==> src/rtl/classifier_job_scheduler.sv <==
// Round-robin scheduler sharing one transformer_classifier between NUM_REQ image sources.
// Define SCHED_TIMEOUT_EN to add the WAIT-state watchdog and the RECOVER path.
module classifier_job_scheduler #(
  parameter int unsigned NUM_REQ        = 4,
  parameter int unsigned IMAGE_SIZE     = 28,
  parameter int unsigned TIMEOUT_CYCLES = 4096,
  parameter int unsigned ID_W           = $clog2(NUM_REQ)
) (
  input  logic                 clk,
  input  logic                 rst,
  input  logic [NUM_REQ-1:0]   req,
  input  logic [8*NUM_REQ-1:0] pix_data,
  input  logic [NUM_REQ-1:0]   pix_valid,
  output logic [NUM_REQ-1:0]   pix_ready,
  output logic [NUM_REQ-1:0]   grant,
  input  logic                 cls_ready,
  input  logic                 cls_done,
  input  logic [1:0]           cls_class,
  output logic                 cls_start,
  output logic [7:0]           cls_pixel,
  output logic                 cls_pixel_valid,
  output logic                 cls_rst,
  output logic                 res_valid,
  output logic [ID_W-1:0]      res_id,
  output logic [1:0]           res_class,
  output logic                 res_timeout,
  output logic                 busy
);

  localparam int unsigned     PIXELS    = IMAGE_SIZE * IMAGE_SIZE;
  localparam logic [15:0]     LAST_BEAT = 16'(PIXELS - 1);
  localparam logic [ID_W-1:0] LAST_ID   = ID_W'(NUM_REQ - 1);

  if (NUM_REQ < 2 || NUM_REQ > 8 || TIMEOUT_CYCLES < 2 || TIMEOUT_CYCLES > 65536) begin : g_param_check
    $error("classifier_job_scheduler: parameter out of range");
  end

  typedef enum logic [2:0] {
    S_IDLE,
    S_START,
    S_STREAM,
    S_WAIT,
    S_RESULT
`ifdef SCHED_TIMEOUT_EN
    , S_RECOVER
`endif
  } state_t;

  state_t               state_q, state_d;
  logic [ID_W-1:0]      gnt_id_q, gnt_id_d;
  logic [ID_W-1:0]      rr_ptr_q, rr_ptr_d;
  logic [15:0]          beat_q, beat_d;
  logic [NUM_REQ-1:0]   grant_q, grant_d;
  logic [NUM_REQ-1:0]   pix_ready_q, pix_ready_d;
  logic                 cls_start_q, cls_start_d;
  logic [7:0]           cls_pixel_q, cls_pixel_d;
  logic                 cls_pixel_valid_q, cls_pixel_valid_d;
  logic                 res_valid_q, res_valid_d;
  logic [ID_W-1:0]      res_id_q, res_id_d;
  logic [1:0]           res_class_q, res_class_d;
  logic                 busy_q, busy_d;
  logic                 accept_c;
  logic                 arb_found;
  logic [ID_W-1:0]      arb_id;
  int unsigned          idx;

  function automatic logic [NUM_REQ-1:0] onehot(input logic [ID_W-1:0] id);
    logic [NUM_REQ-1:0] v;
    v     = '0;
    v[id] = 1'b1;
    return v;
  endfunction

  // First requester at or above rr_ptr, wrapping around.
  always_comb begin
    arb_found = 1'b0;
    arb_id    = '0;
    idx       = 0;
    for (int unsigned i = 0; i < NUM_REQ; i++) begin
      idx = 32'(rr_ptr_q) + i;
      if (idx >= NUM_REQ) idx = idx - NUM_REQ;
      if (!arb_found && req[ID_W'(idx)]) begin
        arb_found = 1'b1;
        arb_id    = ID_W'(idx);
      end
    end
  end

`ifdef SCHED_TIMEOUT_EN
  localparam logic [15:0] WD_LAST = 16'(TIMEOUT_CYCLES - 1);
  logic [15:0] wd_q, wd_d;
  logic        cls_rst_q, cls_rst_d;
  logic        res_timeout_q, res_timeout_d;
`endif

  always_comb begin
    state_d           = state_q;
    gnt_id_d          = gnt_id_q;
    rr_ptr_d          = rr_ptr_q;
    beat_d            = beat_q;
    cls_pixel_d       = cls_pixel_q;
    cls_pixel_valid_d = 1'b0;
    res_id_d          = res_id_q;
    res_class_d       = res_class_q;
`ifdef SCHED_TIMEOUT_EN
    wd_d          = wd_q;
    res_timeout_d = res_timeout_q;
`endif
    accept_c = (state_q == S_STREAM) && pix_valid[gnt_id_q] && pix_ready_q[gnt_id_q];

    case (state_q)
      S_IDLE: begin
        if (cls_ready && arb_found) begin
          gnt_id_d = arb_id;
          state_d  = S_START;
        end
      end
      S_START: begin
        beat_d  = '0;
        state_d = S_STREAM;
      end
      S_STREAM: begin
        if (accept_c) begin
          cls_pixel_d       = pix_data[{gnt_id_q, 3'b000} +: 8];
          cls_pixel_valid_d = 1'b1;
          if (beat_q == LAST_BEAT) begin
            beat_d  = '0;
            state_d = S_WAIT;
`ifdef SCHED_TIMEOUT_EN
            wd_d    = '0;
`endif
          end else begin
            beat_d = beat_q + 16'd1;
          end
        end
      end
      S_WAIT: begin
        // A done arriving on the expiry cycle still counts as a normal result.
        if (cls_done) begin
          res_class_d = cls_class;
          state_d     = S_RESULT;
`ifdef SCHED_TIMEOUT_EN
          res_timeout_d = 1'b0;
        end else if (wd_q == WD_LAST) begin
          state_d = S_RECOVER;
        end else begin
          wd_d = wd_q + 16'd1;
`endif
        end
      end
      S_RESULT: begin
        rr_ptr_d = (gnt_id_q == LAST_ID) ? '0 : gnt_id_q + ID_W'(1);
        state_d  = S_IDLE;
      end
`ifdef SCHED_TIMEOUT_EN
      S_RECOVER: begin
        res_class_d   = 2'd0;
        res_timeout_d = 1'b1;
        state_d       = S_RESULT;
      end
`endif
      default: state_d = S_IDLE;
    endcase

    // Registered outputs follow the state being entered.
    grant_d     = (state_d == S_IDLE) ? '0 : onehot(gnt_id_d);
    pix_ready_d = (state_d == S_STREAM) ? onehot(gnt_id_d) : '0;
    cls_start_d = (state_d == S_START);
    res_valid_d = (state_d == S_RESULT);
    busy_d      = (state_d != S_IDLE);
    if (state_d == S_RESULT) res_id_d = gnt_id_q;
`ifdef SCHED_TIMEOUT_EN
    cls_rst_d = (state_d == S_RECOVER);
`endif
  end

  always_ff @(posedge clk) begin
    if (rst) begin
      state_q           <= S_IDLE;
      gnt_id_q          <= '0;
      rr_ptr_q          <= '0;
      beat_q            <= '0;
      grant_q           <= '0;
      pix_ready_q       <= '0;
      cls_start_q       <= 1'b0;
      cls_pixel_q       <= '0;
      cls_pixel_valid_q <= 1'b0;
      res_valid_q       <= 1'b0;
      res_id_q          <= '0;
      res_class_q       <= '0;
      busy_q            <= 1'b0;
    end else begin
      state_q           <= state_d;
      gnt_id_q          <= gnt_id_d;
      rr_ptr_q          <= rr_ptr_d;
      beat_q            <= beat_d;
      grant_q           <= grant_d;
      pix_ready_q       <= pix_ready_d;
      cls_start_q       <= cls_start_d;
      cls_pixel_q       <= cls_pixel_d;
      cls_pixel_valid_q <= cls_pixel_valid_d;
      res_valid_q       <= res_valid_d;
      res_id_q          <= res_id_d;
      res_class_q       <= res_class_d;
      busy_q            <= busy_d;
    end
  end

`ifdef SCHED_TIMEOUT_EN
  always_ff @(posedge clk) begin
    if (rst) begin
      wd_q          <= '0;
      cls_rst_q     <= 1'b0;
      res_timeout_q <= 1'b0;
    end else begin
      wd_q          <= wd_d;
      cls_rst_q     <= cls_rst_d;
      res_timeout_q <= res_timeout_d;
    end
  end

  assign cls_rst     = cls_rst_q;
  assign res_timeout = res_timeout_q;
`else
  assign cls_rst     = 1'b0;
  assign res_timeout = 1'b0;
`endif

  assign grant           = grant_q;
  assign pix_ready       = pix_ready_q;
  assign cls_start       = cls_start_q;
  assign cls_pixel       = cls_pixel_q;
  assign cls_pixel_valid = cls_pixel_valid_q;
  assign res_valid       = res_valid_q;
  assign res_id          = res_id_q;
  assign res_class       = res_class_q;
  assign busy            = busy_q;

endmodule
==> config.mk <==
export PLATFORM = sky130hd
export DESIGN_NAME = classifier_job_scheduler
export DESIGN_NICKNAME = d
export VERILOG_FILES = /design/src/rtl/classifier_job_scheduler.sv
export SDC_FILE = /design/constraint.sdc
export NUM_CORES = 1
export LEC_CHECK = 0
export ABC_AREA = 1
export BUFFER_PORTS_ARGS = -buffer_cell sky130_fd_sc_hd__buf_2
export CAP_MARGIN = 20
export CORE_UTILIZATION = 45
export CTS_CLUSTER_SIZE = 16
export DETAILED_ROUTE_END_ITERATION = 7
export PLACE_DENSITY = 0.8
export SLEW_MARGIN = 20
export SYNTH_ARGS = -nofsm -noshare
export SYNTH_HDL_FRONTEND = slang
export SYNTH_SLANG_ARGS = --single-unit
==> constraint.sdc <==
create_clock -name clk -period 3.66 [get_ports clk]
set_clock_uncertainty 0.1 [all_clocks]
set_input_delay 0.366 -clock clk [delete_from_list [all_inputs] [get_ports clk]]
set_output_delay 0.366 -clock clk [all_outputs]
set_load 0.005 [all_outputs]
==> run_results.csv, run 1 <==
group,metric,value,unit
run_status,status,"complete, no violations",
setup_path,worstPathMaxFanout,19,
cts,cts.sink_count,47,
grt,grt_use_met2,0.370,
power,ir_worst_vdd,215,µV
setup_path,cp-start-kind,"flop",
cts,cts_tree,"yes",
cells_and_area,diodes,0,
grt,grt_overflow,0,
grt,grt_use_met1,0.254,
cells_and_area,nFillCells,533,
floorplanning,die_y,76.8,µm
synthesis,synth_common_cells,"71 x nand2_1, 65 x nor2_1, 47 x dfxtp_1",
synthesis,synth_area,2520,µm²
drt,wl,5.99,mm
placement,port_buffers,69,
sta,hold_violations,0,
sta,rsz0062_at_grt,"false",
cts,htreeDepth,2,
sta,worst_slew_pin_slew,559,ps
setup_path,worstReg2RegStart,"gnt_id_q[1]",
setup_path,reg2reg_to,"beat_q[1]",
setup_path,critPathKind,"reg2reg",
cts,ctsResizeCount,0,
cts,post-cts-setup-buffers,0,
power,leakage,1.37,nW
placement,placed_area,2870,µm²
synthesis,synth_top_area_frac,0.373,
synthesis,async_flop_share,0,
setup_path,end_kind,"flop",
synthesis,yosys_register_bits,47,
drt,wl_per_cell,11.9,µm
cts,cts.path.max_buffers,2,
drt,vias,2588,
grt,grt.busiest_layer,"met2",
sta,period_needed,2080,ps
synthesis,ys_types,35,
drt,route.detailed.drc,0,
setup_path,crit_required,3800,ps
cts,cts_buffers,5,
synthesis,synth.area.top_cells,"dfxtp_1 37%, nand2_1 11%, nor2_1 9.7%, o21ai_0 7.0%, inv_1 5.4%",
floorplanning,io_pins,72,
synthesis,yosys.area.top_type,"dfxtp_1",
cts,clkTransAtPathRegs,90,ps
synthesis,synth_area_per_cell,6.85,µm²
sta,finalMaxSlewViolations,0,
grt,grt_pass1_vias,2370,
grt,grt_pass1_wl,10.2,mm
cts,clk-insertion-delay-late,310,ps
grt,grt_antenna_before_repair,0,
cells_and_area,post-route-util,0.573,
drt,firstDrtPassIters,4,
drt,ant_nets,0,
floorplanning,fp-row-count,26,
sta,max_freq,480,MHz
min_path,hold_path_startpoint,"cls_class[0]",
drt,vias_per_cell,5.15,
power,power,1.17,mW
grt,met3_usage,0.0452,
flow_run,cap_violations,0,
sta,setup_violations,0,
power,p_per_area,389,nW/µm²
sta,slew-limit-headroom,0.624,
cells_and_area,fin_area,3000,µm²
sta,whs,177,ps
floorplanning,die-area,5900,µm²
floorplanning,dieWidth,76.8,µm
synthesis,ys_warn_count,0,
sta,tns,0,ps
cts,postCtsHoldBufs,0,
placement,hpwl,4.50,mm
cells_and_area,area_growth,19.1,%
synthesis,synth_most_common_cell,"nand2_1",
setup_path,cp_data_arrival_time,2230,ps
synthesis,synth_edf_count,0,
floorplanning,coreArea,5240,µm²
placement,gp_congestion,0.896,
synthesis,synthCells,368,
grt,grt_max_degree,22,
cells_and_area,nets,480,
cts,cts-root-buf,"clkbuf_8",
setup_path,rrSetupSlack,1580,ps
setup_path,rr_worst_depth,8,
min_path,hold_path_depth,3,
drt,first_iter_violations,198,
synthesis,yosysSeqAreaShare,0.373,
min_path,min_to,"res_class[0]",
sta,finalCritPeriodShare,0.569,
cells_and_area,post_route_cells_drive_above_1_share,0.236,
min_path,hp-class,"in2reg",
synthesis,synthFlopType,"dfxtp_1",
grt,track_usage,0.210,
floorplanning,initial_core_util,0.481,
-- sequential cells by signal, summed over array words and instances (netlist names) --
signal,cells
cls_pixel,8
gnt_id_q,2
rr_ptr_q,2
grant,4
res_class,2
beat_q,16
res_id,2
cls_pixel_valid,1
busy,1
cls_start,1
pix_ready,4
res_valid,1
state_q,3
-- worst max-delay path by stage --
stage	slack, ps	from	cells after the start	endpoint
6_report	1580	gnt_id_q[1]	8	beat_q[1]
5_1_grt	1390	gnt_id_q[1]	8	beat_q[11]
4_1_cts	1570	gnt_id_q[0]	9	beat_q[12]
3_5_place_dp	1600	gnt_id_q[0]	9	beat_q[12]
3_3_place_gp	1700	gnt_id_q[0]	9	beat_q[11]
2_1_floorplan	1990	beat_q[0]	10	beat_q[11]
-- cell type report --
type / count / area (µm²) / area share
multi-input combinational: 267 / 1330 / 0.442
timing repair buffer: 70 / 353 / 0.118
clock buffer: 5 / 68.8 / 0.0229
sequential: 47 / 941 / 0.313
inverter: 41 / 156 / 0.0521
tap: 70 / 87.6 / 0.0292
clock inverter: 3 / 67.6 / 0.0225
-- cell usage in the layout, fill, tap and decap left out, drive strengths merged --
| cell | netlist | final |
|---|---|---|
| nor2 | 70 | 70 |
| nor4 | 1 | 1 |
| and2 | 1 | 1 |
| nand2 | 75 | 75 |
| o22ai | 8 | 8 |
| a31oi | 1 | 1 |
| conb | 1 | 2 |
| xor2 | 4 | 4 |
| bufinv | 0 | 2 |
| nand3 | 26 | 26 |
| clkinvlp | 0 | 1 |
| o21ai | 36 | 36 |
| a21oi | 25 | 25 |
| inv | 41 | 41 |
| ha | 2 | 2 |
| clkbuf | 4 | 5 |
| dfxtp | 47 | 47 |
| nor3 | 9 | 9 |
| buf | 10 | 70 |
| nand3b | 2 | 2 |
| nand4 | 5 | 5 |
-- per-layer routing --
layer,routed length (µm),share of wire
met1,2690,0.45
met2,2850,0.48
met3,371,0.062
met4,79,0.013
met5,0,0
-- cell families (layout without fill, tap and decap cells) --
| family | after synthesis | after routing | synth area share |
|---|---|---|---|
| AO/OA/AOI/OAI | 70 | 70 | 0.154 |
| XOR/XNOR | 4 | 4 | 0.0139 |
| other | 1 | 2 | 0.00149 |
| adder cells (fa/ha/maj) | 2 | 2 | 0.00993 |
| flip-flops | 47 | 47 | 0.373 |
| AND/OR/NAND/NOR | 189 | 189 | 0.346 |
| buffers and inverters | 55 | 119 | 0.101 |
-- through the flow --
step	std cells	setup slack, ps
2_1_floorplan	369	1990
3_3_place_gp	495	1700
3_5_place_dp	495	1600
4_1_cts	503	1570
5_1_grt	503	1390
6_report	503	1580
-- where the power goes --
part           switching (mW)  internal [mW]  leakage [nW]  total (mW)
Combinational           0.110         0.0675         0.926       0.178
Clock                   0.180          0.272        0.0644       0.453
Sequential             0.0110          0.526         0.380       0.537
Total                   0.302          0.866          1.37        1.17
-- critical path: stages (launching register included) --
cell	delay, ps
dfxtp_1	550
inv_1	280
nand3_2	160
nand3_4	200
nand2_4	240
inv_2	140
nor2_2	170
nand2_1	70
a21oi_1	110
No activity file was read; power rests on OpenSTA's default activity.
==> run 2: changes to the inputs <==
--- a/config.mk
+++ b/config.mk
@@ -5,13 +5,13 @@
 export SDC_FILE = /design/constraint.sdc
 export NUM_CORES = 1
 export LEC_CHECK = 0
-export ABC_AREA = 1
+export ABC_AREA = 0
 export BUFFER_PORTS_ARGS = -buffer_cell sky130_fd_sc_hd__buf_2
 export CAP_MARGIN = 20
 export CORE_UTILIZATION = 45
 export CTS_CLUSTER_SIZE = 16
 export DETAILED_ROUTE_END_ITERATION = 7
-export PLACE_DENSITY = 0.8
+export PLACE_DENSITY = 0.83
 export SLEW_MARGIN = 20
 export SYNTH_ARGS = -nofsm -noshare
 export SYNTH_HDL_FRONTEND = slang
==> constraint.sdc (replaced) <==
create_clock -name clk -period 1.7 [get_ports clk]
set_clock_uncertainty 0.1 [all_clocks]
set_input_delay 0.17 -clock clk [delete_from_list [all_inputs] [get_ports clk]]
set_output_delay 0.17 -clock clk [all_outputs]
set_load 0.005 [all_outputs]
==> run 2 against run 1 <==
  * The run now ends with setup timing left
  * Hold slack lost 170 ps
  * Die area shrank 4.7%
  * First-iteration DRC count shrank 41%
  * Clock power grew 120%
  * Combinational power grew to 2.7 times the previous value
  * Sequential power grew 120%
  * Non-clock buffer count grew 58
  * Synthesized area shrank 4.8%
  * Cell count shrank 9.7%
  * Power grew 120%
  * Clock-buffer cell count is the same
  * Highest routed layer unchanged
==> run_results.csv, run 2 <==
group,metric,value,unit
run_status,status,"finished with violations",
run_status,violations,"setup timing",
synthesis,synthCells,265,
sta,setup_violations,29,
synthesis,yosys_register_bits,47,
power,pwr-share-clk,0.374,
power,power,2.63,mW
synthesis,synthFlopType,"dfxtp_1",
synthesis,synth_area_per_cell,9.05,µm²
setup_path,cp_data_arrival_time,2120,ps
grt,grt_pass1_vias,2428,
synthesis,synth_fa_ha_area_frac,0.0104,
cells_and_area,regMostFlops,"beat_q",
cts,clkTransAtPathRegs,90,ps
synthesis,async_flop_share,0,
drt,vias_per_cell,5.71,
power,intPower,1.97,mW
floorplanning,die-area,5630,µm²
cells_and_area,fin_area,3620,µm²
synthesis,synth-xor-area-share,0.00365,
floorplanning,coreArea,5110,µm²
setup_path,cp-start-kind,"flop",
cts,cts.path.max_buffers,2,
synthesis,synth.area.mux_share,0.148,
setup_path,cp_common_cell,"buf_6",
drt,vias,2594,
setup_path,crit_required,1820,ps
setup_path,path_cells,"mux4_2, buf_6, o21ai_4, buf_6, nand4b_1, a21oi_1",
grt,grt_antenna_before_repair,0,
drt,firstDrtPassIters,4,
placement,port_buffers,69,
power,ir_worst_vdd,591,µV
grt,grt_pass1_wl,11.0,mm
cells_and_area,area_growth,50.9,%
grt,track_usage,0.261,
cts,cts.sink_count,47,
drt,route.detailed.drc,0,
setup_path,slowest_delay,530,ps
power,switching_share,0.251,
setup_path,end_kind,"flop",
cts,cts-root-buf,"clkbuf_8",
grt,grt_max_degree,17,
setup_path,slowest_stage,"mux4_2",
drt,wl_per_cell,16.4,µm
sta,finalCritPeriodShare,1.17,
cells_and_area,layout_common_cells,"69 x buf_2, 52 x buf_4, 34 x dfxtp_1, 29 x nor2_1, 17 x nand2_1",
power,p_seq_frac,0.441,
synthesis,synth_most_common_cell,"dfxtp_1",
floorplanning,initial_core_util,0.470,
placement,gp_congestion,0.919,
cells_and_area,final_common_cell,"buf_2",
sta,rsz0062_at_grt,"true",
setup_path,critPathKind,"reg2reg",
synthesis,synth.area.top_cells,"dfxtp_1 39%, mux4_2 8.5%, mux2i_1 5.8%, nor2_1 4.7%, nor3_1 3.5%",
cts,clk-insertion-delay-late,310,ps
sta,whs,2.89,ps
power,leakage,1.55,nW
floorplanning,dieWidth,75.0,µm
cells_and_area,post_route_cells_drive_above_1_share,0.516,
cts,htreeDepth,2,
cts,cts_buffers,5,
synthesis,synth_top_area_frac,0.392,
sta,max_freq,501,MHz
placement,placed_area,3250,µm²
synthesis,yosys.area.top_type,"dfxtp_1",
power,p_comb_frac,0.185,
sta,finalMaxSlewViolations,0,
min_path,hp-class,"in2reg",
cells_and_area,diodes,0,
floorplanning,die_y,75.0,µm
power,switching_power,0.658,mW
synthesis,ys_types,51,
placement,pre_cts_ws,-181,ps
synthesis,yosysSeqAreaShare,0.392,
synthesis,ys_warn_count,0,
synthesis,synth_common_cells,"47 x dfxtp_1, 30 x nor2_1, 17 x nand2_1, 17 x nor3_1, 16 x a21oi_1",
sta,setup_ws,-297,ps
setup_path,worstPathMaxFanout,6,
cells_and_area,nets,431,
floorplanning,fp-row-count,26,
drt,first_iter_violations,117,
flow_run,cap_violations,0,
cts,cts_tree,"yes",
synthesis,synth_area,2400,µm²
synthesis,synth_top_family_by_area,"simple AND/OR/NAND/NOR gates",
cells_and_area,largest_reg_flops,16,
cts,postCtsHoldBufs,0,
synthesis,synth_simple_gate_area_frac,0.267,
synthesis,synth_compound_area_frac,0.130,
power,p_per_area,725,nW/µm²
grt,grt_overflow,0,
sta,period_needed,2000,ps
drt,wl,7.44,mm
drt,ant_nets,0,
floorplanning,io_pins,72,
synthesis,synth_edf_count,0,
sta,hold_violations,0,
placement,hpwl,5.00,mm
-- run 2: cell count changes in the layout (fill, tap and decap cells not counted), moves of 12 or more --
| cell | change |
|---|---|
| nand3_1 | -16 |
| o21ai_0 | -32 |
| nand2_1 | -54 |
| mux2i_1 | +12 |
| nor2_1 | -36 |
| dfxtp_1 | -13 |
| buf_4 | +51 |
| inv_1 | -28 |
-- run 2: timing repair --
action / in CTS / in global routing
setup buffers: 2 / 2
pin swaps: 18 / 15
setup endpoints to repair: 30 / 31
gates resized for setup: 23 / 27
-- run 2: metrics by stage --
step / cells / TNS (ps) / utilization
after floorplan: 266 / -1860 / -
after global placement: 443 / -2420 / 0.635
after detailed placement: 443 / -3410 / 0.635
after CTS: 452 / -2560 / 0.684
after global routing: 454 / -4900 / 0.709
final: 454 / -3100 / 0.709
-- run 2: cell type report --
cell class	count	area, µm²
sequential	47	962
inverter	8	30.0
fill	356	1490
clock inverter	3	67.6
multi-input combinational	193	1580
tap	70	87.6
timing repair buffer	128	823
clock buffer	5	68.8
-- run 2: path summary, 6_finish.rpt --
kind | startpoint | to | slack, ps | depth (start not counted)
hold reg to reg | cls_pixel[6] | cls_pixel[6] | 400 | 2
setup reg to reg | gnt_id_q[0] | beat_q[12] | -300 | 6
setup / recovery | gnt_id_q[0] | beat_q[12] | -300 | 6
hold / removal | cls_class[0] | res_class[0] | 3 | 3
-- run 2: per-layer routing --
layer  vias up  share of wire  global-route usage
met5         -              0                   0
met4         0          0.033              0.0985
met3        27          0.060              0.0509
met2       119           0.53               0.461
met1      1234           0.37               0.313
li1       1214              -                   -
-- run 2: power by group through the flow --
stage          Sequential, mW  Clock, mW  Combinational (mW)
2_1_floorplan            1.17          0               0.252
3_3_place_gp             1.18          0               0.408
3_5_place_dp             1.18          0               0.426
4_1_cts                  1.15      0.979               0.450
5_1_grt                  1.16       1.03               0.526
6_report                 1.16      0.982               0.485
-- run 2: critical path, delay by kind of cell, from the launching register on --
| family | cells | cell delay [ps] |
|---|---|---|
| mux | 1 | 530 |
| compound gates | 2 | 460 |
| flops | 1 | 340 |
| buf+inv | 2 | 330 |
| simple gates | 1 | 150 |
-- run 2: cell families after synthesis --
family                     after synthesis
muxes                                   24
buffers and inverters                   26
AOI/OAI and AO/OA                       47
other                                    1
DFF                                     47
and+or+nand+nor                        117
adders and majority gates                2
xor gates and xnor gates                 1
==> run 3: changes to the inputs <==
--- a/config.mk
+++ b/config.mk
@@ -11,7 +11,7 @@
 export CORE_UTILIZATION = 45
 export CTS_CLUSTER_SIZE = 16
 export DETAILED_ROUTE_END_ITERATION = 7
-export PLACE_DENSITY = 0.83
+export PLACE_DENSITY = 0.8
 export SLEW_MARGIN = 20
 export SYNTH_ARGS = -nofsm -noshare
 export SYNTH_HDL_FRONTEND = slang
==> constraint.sdc (replaced) <==
create_clock -name clk -period 2.5 [get_ports clk]
set_clock_uncertainty 0.1 [all_clocks]
set_input_delay 0.25 -clock clk [delete_from_list [all_inputs] [get_ports clk]]
set_output_delay 0.25 -clock clk [all_outputs]
set_load 0.005 [all_outputs]
==> run 3 against run 2 <==
  * The run now ends clean
  * Combinational power shrank 53%
  * Clock power is 33% lower
  * Setup slack improved by 650 ps
  * Global-route usage is 5.6 points lower
  * Critical path depth decreased by 2
  * Flip-flop and latch count is the same
  * Via count decreased by 14%
  * Sequential share of layout area up 5.3 points
  * Hold slack better by 77 ps
  * Non-clock buffer count fell by 50
==> run_results.csv, run 3 (same netlist as run 2, synthesis figures left out) <==
group,metric,value,unit
grt,grt_antenna_before_repair,0,
floorplanning,fp-row-count,26,
floorplanning,initial_core_util,0.470,
floorplanning,die-area,5630,µm²
cells_and_area,regMostFlops,"beat_q",
setup_path,worstReg2RegStart,"gnt_id_q[0]",
grt,grt_overflow,0,
cts,cts_buffers,5,
floorplanning,io_pins,72,
placement,port_buffers,69,
cts,cts.path.max_buffers,2,
sta,worst_slew_pin_slew,646,ps
power,pwr-share-clk,0.392,
floorplanning,coreArea,5110,µm²
cts,post-cts-setup-buffers,0,
cts,clk-insertion-delay-late,300,ps
drt,wl_per_cell,14.2,µm
setup_path,cp-start-kind,"flop",
setup_path,rrSetupSlack,350,ps
grt,track_usage,0.205,
sta,hold_violations,0,
sta,max_freq,466,MHz
sta,setup_violations,0,
drt,route.detailed.drc,0,
drt,wl,5.73,mm
setup_path,worstPathMaxFanout,14,
cells_and_area,final_common_cell,"buf_2",
cells_and_area,post_route_cells_drive_above_1_share,0.320,
power,switching_share,0.235,
setup_path,cp_data_arrival_time,2290,ps
flow_run,cap_violations,0,
drt,first_iter_violations,95,
cts,ctsResizeCount,0,
setup_path,crit_required,2640,ps
setup_path,path_cells,"mux4_2, o21a_1, or4b_1, a21oi_1",
setup_path,critPathBufInv,0,
drt,vias_per_cell,5.54,
drt,ant_nets,0,
power,ir_worst_vdd,390,µV
min_path,hp-class,"in2reg",
sta,whs,79.9,ps
cells_and_area,layout_common_cells,"69 x buf_2, 47 x dfxtp_1, 30 x nor2_1, 17 x nand2_1, 17 x nor3_1",
setup_path,slowest_stage,"mux4_2",
floorplanning,dieWidth,75.0,µm
cts,htreeDepth,2,
cells_and_area,largest_reg_flops,16,
setup_path,reg2reg_to,"beat_q[14]",
drt,vias,2240,
cells_and_area,fin_area,2950,µm²
min_path,hold_path_startpoint,"cls_class[1]",
grt,grt_pass1_wl,8.78,mm
power,p_per_area,566,nW/µm²
power,p_seq_frac,0.472,
cts,clkTransAtPathRegs,90,ps
placement,gp_congestion,0.925,
power,intPower,1.28,mW
cells_and_area,diodes,0,
cells_and_area,post-route-util,0.578,
drt,firstDrtPassIters,4,
setup_path,worst_path_dominant_cell_family,"multiplexers",
cts,cts_tree,"yes",
power,p_comb_frac,0.137,
cells_and_area,nFillCells,448,
cells_and_area,nets,381,
sta,finalCritPeriodShare,0.859,
setup_path,rr_worst_depth,4,
cts,cts.sink_count,47,
placement,pre_cts_ws,387,ps
setup_path,end_kind,"flop",
placement,hpwl,4.18,mm
min_path,min_to,"res_class[1]",
sta,rsz0062_at_grt,"false",
run_status,status,"complete, no violations",
cts,cts-root-buf,"clkbuf_8",
sta,finalMaxSlewViolations,0,
setup_path,critPathKind,"reg2reg",
sta,tns,0,ps
cells_and_area,final_cells,404,
cts,postCtsHoldBufs,0,
sta,setup_ws,354,ps
power,power,1.67,mW
sta,slew-limit-headroom,0.569,
sta,period_needed,2150,ps
placement,placed_area,2820,µm²
placement,dp_cells,396,
min_path,hold_path_depth,3,
setup_path,slowest_delay,590,ps
power,leakage,1.20,nW
grt,grt_pass1_vias,1977,
grt,grt_max_degree,22,
cells_and_area,area_growth,23.1,%
floorplanning,die_y,75.0,µm
power,switching_power,0.392,mW
==> run 3: cell count changes in the layout (fill, tap and decap cells not counted), moves of 6 or more <==
cell     delta
buf_6       -6
o21ai_0     +6
o21ai_1     -6
dfxtp_2    -11
buf_4      -43
dfxtp_1    +13
==> run 3: power groups by stage <==
stage          combinational, mW  clock (mW)  sequential [mW]
2_1_floorplan              0.155           0            0.793
3_3_place_gp               0.219           0            0.804
3_5_place_dp               0.226           0            0.804
4_1_cts                    0.228       0.662            0.787
5_1_grt                    0.249       0.691            0.790
6_report                   0.228       0.654            0.787
==> run 3: cell type report <==
class | instances | area, µm² | share of cell area
clock buffer | 6 | 72.6 | 0.0246
multi-input combinational | 193 | 1350 | 0.457
timing repair buffer | 78 | 413 | 0.140
sequential | 47 | 941 | 0.319
inverter | 8 | 30.0 | 0.0102
tap | 70 | 87.6 | 0.0297
clock inverter | 2 | 60.1 | 0.0203
==> run 3: worst max path at each step <==
stage / startpoint / to / slack (ps) / depth (start not counted)
after detailed placement: pix_valid[2] / beat_q[14] / 390 / 6
after global routing: beat_q[0] / pix_ready[0] / 220 / 6
after floorplan: beat_q[0] / beat_q[3] / 360 / 7
final: gnt_id_q[0] / beat_q[14] / 350 / 4
after CTS: gnt_id_q[0] / beat_q[14] / 360 / 4
after global placement: gnt_id_q[0] / beat_q[14] / 430 / 4
==> run 3: worst register-to-register path: stages (launching register included) <==
cell,delay [ps]
dfxtp_1,370
mux4_2,590
o21a_1,360
or4b_1,520
a21oi_1,140
==> run 3: metal layers <==
layer  vias up  wire length, µm  part of all wire  global-route usage
met2        46             2940              0.51               0.351
li1       1117                -                 -                   -
met4         0              110             0.019              0.0692
met1      1067             2490              0.43               0.254
met3        10              189             0.033              0.0469
met5         -                0                 0                   0
